**config.mk**
```make
export PLATFORM = sky130hd
export DESIGN_NAME = input_debouncer
export DESIGN_NICKNAME = d
export VERILOG_FILES = /design/src/rtl/input_debouncer.sv
export SDC_FILE = /design/constraint.sdc
export NUM_CORES = 1
export LEC_CHECK = 0
export CAP_MARGIN = 20
export CELL_PAD_IN_SITES_DETAIL_PLACEMENT = 1
export CELL_PAD_IN_SITES_GLOBAL_PLACEMENT = 1
export CORE_MARGIN = 4
export CORE_UTILIZATION = 41
export CTS_CLUSTER_SIZE = 25
export DETAILED_ROUTE_END_ITERATION = 16
export PLACE_DENSITY_LB_ADDON = 0.1
export SYNTH_ARGS = -nofsm -noshare
export SYNTH_HDL_FRONTEND = slang
export SYNTH_HIERARCHICAL = 1
export SYNTH_SLANG_ARGS = --single-unit
```
**constraint.sdc**
```tcl
create_clock -name clk -period 3.41 [get_ports clk]
set_input_delay 0.682 -clock clk [delete_from_list [all_inputs] [get_ports clk]]
set_output_delay 0.682 -clock clk [all_outputs]
set_load 0.01 [all_outputs]
```
**src/rtl/input_debouncer.sv**
```systemverilog
// Two-channel switch debouncer: each raw input is synchronized, then filtered by a
// four-state FSM that accepts a level only after DEBOUNCE_CYCLES stable samples.

module debounce_channel #(
    parameter int DEBOUNCE_CYCLES = 4,
    parameter int CNT_W           = 4
) (
    input  logic       clk,
    input  logic       reset,
    input  logic       btn,
    output logic       level,
    output logic       pulse,
    output logic [1:0] state
);

    typedef enum logic [1:0] {
        ST_LOW      = 2'b00,
        ST_CHK_HIGH = 2'b01,
        ST_HIGH     = 2'b10,
        ST_CHK_LOW  = 2'b11
    } state_t;

    localparam logic [CNT_W-1:0] CNT_ZERO = {CNT_W{1'b0}};
    localparam logic [CNT_W-1:0] CNT_ONE  = CNT_W'(1);
    localparam logic [CNT_W-1:0] CNT_LAST = CNT_W'(DEBOUNCE_CYCLES - 1);

    logic             sync_s1_r;
    logic             sync_s2_r;
    state_t           state_r;
    state_t           state_next_s;
    logic [CNT_W-1:0] cnt_r;
    logic [CNT_W-1:0] cnt_next_s;
    logic             level_r;
    logic             level_next_s;
    logic             pulse_r;
    logic             pulse_next_s;

    // Synchronizer, FSM state, counter and registered outputs
    always_ff @(posedge clk) begin
        if (reset) begin
            sync_s1_r <= 1'b0;
            sync_s2_r <= 1'b0;
            state_r   <= ST_LOW;
            cnt_r     <= CNT_ZERO;
            level_r   <= 1'b0;
            pulse_r   <= 1'b0;
        end else begin
            sync_s1_r <= btn;
            sync_s2_r <= sync_s1_r;
            state_r   <= state_next_s;
            cnt_r     <= cnt_next_s;
            level_r   <= level_next_s;
            pulse_r   <= pulse_next_s;
        end
    end

    // Next-state, counter and output decode; the counter stops at CNT_LAST
    always_comb begin
        state_next_s = state_r;
        cnt_next_s   = cnt_r;
        pulse_next_s = 1'b0;
        level_next_s = 1'b0;
        case (state_r)
            ST_LOW: begin
                if (sync_s2_r) begin
                    state_next_s = ST_CHK_HIGH;
                    cnt_next_s   = CNT_ONE;
                end else begin
                    state_next_s = ST_LOW;
                    cnt_next_s   = CNT_ZERO;
                end
            end
            ST_CHK_HIGH: begin
                if (!sync_s2_r) begin
                    state_next_s = ST_LOW;
                    cnt_next_s   = CNT_ZERO;
                end else if (cnt_r == CNT_LAST) begin
                    state_next_s = ST_HIGH;
                    cnt_next_s   = CNT_ZERO;
                    pulse_next_s = 1'b1;
                end else begin
                    state_next_s = ST_CHK_HIGH;
                    cnt_next_s   = cnt_r + CNT_ONE;
                end
            end
            ST_HIGH: begin
                if (!sync_s2_r) begin
                    state_next_s = ST_CHK_LOW;
                    cnt_next_s   = CNT_ONE;
                end else begin
                    state_next_s = ST_HIGH;
                    cnt_next_s   = CNT_ZERO;
                end
            end
            ST_CHK_LOW: begin
                if (sync_s2_r) begin
                    state_next_s = ST_HIGH;
                    cnt_next_s   = CNT_ZERO;
                end else if (cnt_r == CNT_LAST) begin
                    state_next_s = ST_LOW;
                    cnt_next_s   = CNT_ZERO;
                end else begin
                    state_next_s = ST_CHK_LOW;
                    cnt_next_s   = cnt_r + CNT_ONE;
                end
            end
            default: begin
                state_next_s = ST_LOW;
                cnt_next_s   = CNT_ZERO;
            end
        endcase
        // Output is high exactly in HIGH and CHK_LOW, which is bit 1 of the encoding
        if ((state_next_s == ST_HIGH) || (state_next_s == ST_CHK_LOW)) begin
            level_next_s = 1'b1;
        end else begin
            level_next_s = 1'b0;
        end
    end

    assign level = level_r;
    assign pulse = pulse_r;
    assign state = state_r;

endmodule

module input_debouncer #(
    parameter int DEBOUNCE_CYCLES = 4,
    parameter int CNT_W           = 4
) (
    input  logic       clk,
    input  logic       reset,
    input  logic       btn_a,
    input  logic       btn_b,
    output logic       A,
    output logic       B,
    output logic       pulse_a,
    output logic       pulse_b,
    output logic [1:0] state_a,
    output logic [1:0] state_b
);

    debounce_channel #(
        .DEBOUNCE_CYCLES (DEBOUNCE_CYCLES),
        .CNT_W           (CNT_W)
    ) u_chan_a (
        .clk   (clk),
        .reset (reset),
        .btn   (btn_a),
        .level (A),
        .pulse (pulse_a),
        .state (state_a)
    );

    debounce_channel #(
        .DEBOUNCE_CYCLES (DEBOUNCE_CYCLES),
        .CNT_W           (CNT_W)
    ) u_chan_b (
        .clk   (clk),
        .reset (reset),
        .btn   (btn_b),
        .level (B),
        .pulse (pulse_b),
        .state (state_b)
    );

endmodule
```
## Yosys cells after proc, flatten, opt, wreduce, memory -nomap -nowiden

Index checks and enable logic that the tools add are counted.

- Add/subtract/negate cells: 2
- Equality and inequality tests: 12
- Mux-type cells: 30
- Bitwise operators: 4
- Reduce and logical (&&, ||, !) cells: 6

Operator list:

| cell | number |
|---|---|
| 4-bit one-hot mux with 4 select lines | 2 |
| 4-bit 2-to-1 mux | 6 |
| 2-bit == test, second input constant | 8 |
| 2-bit 2-to-1 mux | 8 |
| 2-bit one-hot mux with 4 select lines | 2 |
| 1-bit 2-to-1 mux | 12 |
| 4-bit by 1-bit adder with 4-bit output, second input constant | 2 |
| 4-bit by 2-bit == test with 1-bit output, second input constant | 2 |
| 3-bit OR reduction | 2 |
| 2-bit by 1-bit == test with 1-bit output, second input constant | 2 |
| 2-bit zero test | 2 |
| 1-bit inverter | 4 |
| 1-bit logical OR | 2 |

- Register bits: 20
- Input bits: 4

## Depth between registers and ports, before layout

- Word-level depth: 7
- Mapped depth: 4

## Modules after synthesis

Netlist, hierarchy kept.

Modules (own cells, without submodules):

| module | instances | cells an instance | area an instance (sq um) | sequential area each (sq um) |
|---|---|---|---|---|
| debounce_channel | 2 | 31 | 337.8 | 180.2 |

## Worst setup path before layout

OpenSTA, ideal clock, no wires.

- Path kind: reg-to-output
- Start: register u_chan_a.state_r[1], in the netlist u_chan_a/state[1]
- End: output state_a[1]
- Arrival time: 568 ps
- Slack: 2160 ps
- Cell stages (with the launch flop): 2
- Buffers on the path: 1
- Cells stage by stage: dfxtp_1 buf_4

RTL lines:

| what | line | text |
|---|---|---|
| from (decl) | 29 | `state_t state_r;` |
| from (signal assigned) | 50 | `state_r <= state_next_s;` |
| to (decl) | 138 | `output logic [1:0] state_a,` |

No word-level cell between the ends.

==> impl_results.rst <==
.. list-table::
   :header-rows: 1

   * - Metric
     - Value
   * - Final sum of negative setup slack
     - 0 ns
   * - Core area
     - 1520 µm²
   * - Post-route clock period utilization
     - 57.3%
   * - Worst slack after detailed placement
     - 1.55 ns
   * - Share of post-route cells with drive strength above 1
     - 8.00%
   * - EDFF count, synth
     - 0
   * - Clock network fraction of design power
     - 35.9%
   * - Area fraction of the dominant cell type after synthesis
     - 53.3%
   * - Cell chosen for the clock root
     - clkbuf_4
   * - Xor/xnor cell area share of the yosys netlist
     - 5.19%
   * - PnR Total Power
     - 355 µW
   * - Antenna violations before repair
     - 0
   * - Busiest grt layer
     - met2
   * - Vias/cell
     - 5.35
   * - Peak fanout along the critical path
     - 5
   * - Initial cell density of the core
     - 44.3%
   * - Instance area at placement
     - 791 µm²
   * - Register clock-pin slew on the reported worst setup and hold paths
     - 0.10 ns
   * - Time the final worst path needs with I/O delays and setup
     - 1.95 ns
   * - GRT overflow
     - 0
   * - Worst voltage drop across the vdd grid
     - 0.000264 V
   * - Cells along the critical path
     - clkdlybuf4s50_1
   * - Arrival time at the worst endpoint
     - 1.27 ns
   * - Cell accounting for the most synthesized area
     - dfxtp_1
   * - Setup Skew
     - 0.00160 ns
   * - Routed Wire Length
     - 1.20 mm
   * - Type of origin of the critical path
     - flop
   * - Max-cap violation count
     - 0
   * - Max Fclk
     - 512 MHz
   * - Clock Path Buffers
     - 2
   * - Vias in the first global route
     - 451
   * - Delay of the slowest critical-path stage
     - 0.57 ns
   * - Synthesized netlist cell count
     - 62
   * - Antenna Diode Count
     - 0
   * - Fin Hold WS
     - 0.445 ns
   * - Post-cts resize count
     - 0
   * - Dominant combinational cell family by area after synthesis
     - simple AND/OR/NAND/NOR gates
   * - Most frequent cell after synthesis
     - dfxtp_1
   * - Crit path buf inv count
     - 1
   * - Cell row count
     - 14
   * - Register bit total from synthesis
     - 18
   * - CP max stage cell
     - clkdlybuf4s50_1
   * - Detailed Place HPWL
     - 910 µm
   * - Post-cts hold buffer count
     - 0
   * - Top_reg_cell synth
     - dfxtp_1
   * - CTS tree
     - done
   * - Areal power density over the cells
     - 430 nW/µm²
   * - Die X-Extent
     - 48.6 µm
   * - Sequential cell area fraction in the yosys report
     - 53.3%
   * - Leakage power summed over all cells
     - 0.303 nW
   * - Routed wirelength normalized by instance count
     - 13.2 µm
   * - Syn_area_per_cell
     - 10.9 µm²
   * - I/O pin total
     - 12
   * - Share of synthesized registers carrying an async set or reset
     - 0%
   * - RSZ-0062 raised after global routing
     - no
   * - Via count
     - 487
   * - PnR worst setup slack
     - 1.46 ns
   * - Portion of total power attributed to combinational logic
     - 3.3%
   * - Number of fill cells in the layout
     - 169
   * - Drt first pass iters
     - 4
   * - Required time of the critical path
     - 2.73 ns
   * - Number of sinks handled by clock tree synthesis
     - 18
   * - Antenna viol nets, final
     - 0
   * - Complex-gate fraction of the synthesized area
     - 5.19%
   * - Number of unique standard cell types used by synthesis
     - 17
   * - Met2 usage in global routing
     - 15.7%
   * - Number of nets at the end of the flow
     - 82
   * - Number of design rule violations left after detail routing
     - 0
   * - Setup violators final
     - 0
   * - Number of buffers inserted by port buffering
     - 11
   * - Net switching power of the design
     - 69.5 µW
   * - Cell internal power dissipation
     - 286 µW
   * - Area of the die
     - 2360 µm²
   * - Global router's overall resource usage
     - 10.3%
   * - Routability-driven placement congestion ratio
     - 0.718
   * - Fraction of met1 tracks used by global routing
     - 13.1%
   * - Largest cells by area after synthesis
     - dfxtp_1, xor2_1, nand3b_1
   * - GR Layer Usage met3
     - 3.68%
   * - Floorplan die height
     - 48.6 µm
   * - Post-synthesis simple-gate area fraction
     - 29.3%
   * - Transition time of the tightest slew-check pin
     - 0.424 ns
   * - Synth Cell Area
     - 676 µm²
   * - Status
     - complete, no violations
   * - Total count of max-transition violations in the final report
     - 0
   * - Final hold violation count
     - 0
   * - Maximum number of pins on one net before global-route repair
     - 13
   * - Number of warnings printed during yosys synthesis
     - 6
   * - Total CTS buffers
     - 3
   * - Multiplexer share of the synthesized area
     - 0%
   * - 1st-iter DRT viols
     - 6
   * - Path type of the worst setup path
     - reg -> out
   * - Hold Crit Class
     - reg -> reg
   * - Worst skew pair latency
     - 0.28 ns
   * - Part of the power in registers
     - 60.8%
   * - Area growth syn-to-layout
     - 22.4%
   * - Net Sw Frac
     - 19.6%
   * - CTS H-tree depth
     - 1
   * - Global-route wire length before repair
     - 1.93 mm
   * - Post-CTS setup buffer count
     - 0
   * - Syn_nets
     - 68
   * - Worst slew margin
     - 71.7%
   * - Worst setup EP type
     - output port
   * - Top Family by Delay on Critical Path
     - buffers and inverters
   * - Layout Cell Area excl Fill
     - 827 µm²
   * - Adder-cell share of the synthesized area
     - 3.70%
==> flip-flops by register name, indices dropped and copies added (netlist names) <==
| signal | cells |
|---|---|
| u_chan_a/cnt_r | 4 |
| u_chan_a/pulse | 1 |
| u_chan_a/state | 2 |
| u_chan_a/sync_s1_r | 1 |
| u_chan_a/sync_s2_r | 1 |
| u_chan_b/cnt_r | 4 |
| u_chan_b/pulse | 1 |
| u_chan_b/state | 2 |
| u_chan_b/sync_s1_r | 1 |
| u_chan_b/sync_s2_r | 1 |
==> stage by stage <==
stage,util (%),std cells
2_1_floorplan,-,62
3_3_place_gp,51.9,87
3_5_place_dp,51.9,87
4_1_cts,54.3,91
5_1_grt,54.3,91
6_report,54.3,91
==> final cells by class <==
type                       count  area, µm²  area share [%]
clock buffer                   4       36.3            4.39
tap                           16       20.0            2.42
timing repair buffer          11        110            13.3
inverter                       2       7.51           0.908
sequential                    18        360            43.6
multi-input combinational     40        293            35.4
==> placed cells by master, fill, tap and decap left out, drive strengths merged <==
master,synthesis,final
nor3b,2,2
nor4b,2,2
and4bb,2,2
nand3,2,2
nor2,4,4
dfxtp,18,18
a21boi,2,2
xor2,4,4
ha,2,2
nor2b,4,4
inv,2,2
clkdlybuf4s50,0,11
nand4bb,2,2
nand3b,4,4
clkbuf,0,4
a21oi,4,4
nand2,4,4
nand2b,2,2
==> cell families after synthesis <==
| family | count (synthesis) |
|---|---|
| AND/OR/NAND/NOR | 28 |
| flip-flops | 18 |
| AO/OA/AOI/OAI | 6 |
| XOR/XNOR | 4 |
| buffers and inverters | 4 |
| adder cells (fa/ha/maj) | 2 |
==> metal layers <==
| metal | part of all wire [%] | up-vias |
|---|---|---|
| met5 | 0 | - |
| met4 | 0.83 | 0 |
| met3 | 5.8 | 2 |
| met2 | 43 | 12 |
| met1 | 50 | 237 |
| li1 | - | 236 |
==> worst paths after layout <==
kind                                  from                            end  slack (ns)  depth (start not counted)
max reg2reg   u_chan_a/cnt_r[0]$_SDFF_PP0_   u_chan_a/cnt_r[0]$_SDFF_PP0_        2.14                          4
max           u_chan_a/state[1]$_SDFF_PP0_                              A        1.46                          1
min reg2reg  u_chan_a/sync_s1_r$_SDFF_PP0_  u_chan_a/sync_s2_r$_SDFF_PP0_        0.45                          1
min          u_chan_a/sync_s1_r$_SDFF_PP0_  u_chan_a/sync_s2_r$_SDFF_PP0_        0.45                          1
==> power groups by stage <==
stage                     registers, mW  logic, mW  clock network (mW)
after global placement            0.221     0.0117                   0
after global routing              0.217     0.0127               0.141
after CTS                         0.216     0.0119               0.133
after detailed placement          0.221     0.0119                   0
after floorplan                   0.221    0.00442                   0
final                             0.216     0.0118               0.128
Power figures use the tool's default switching activity.
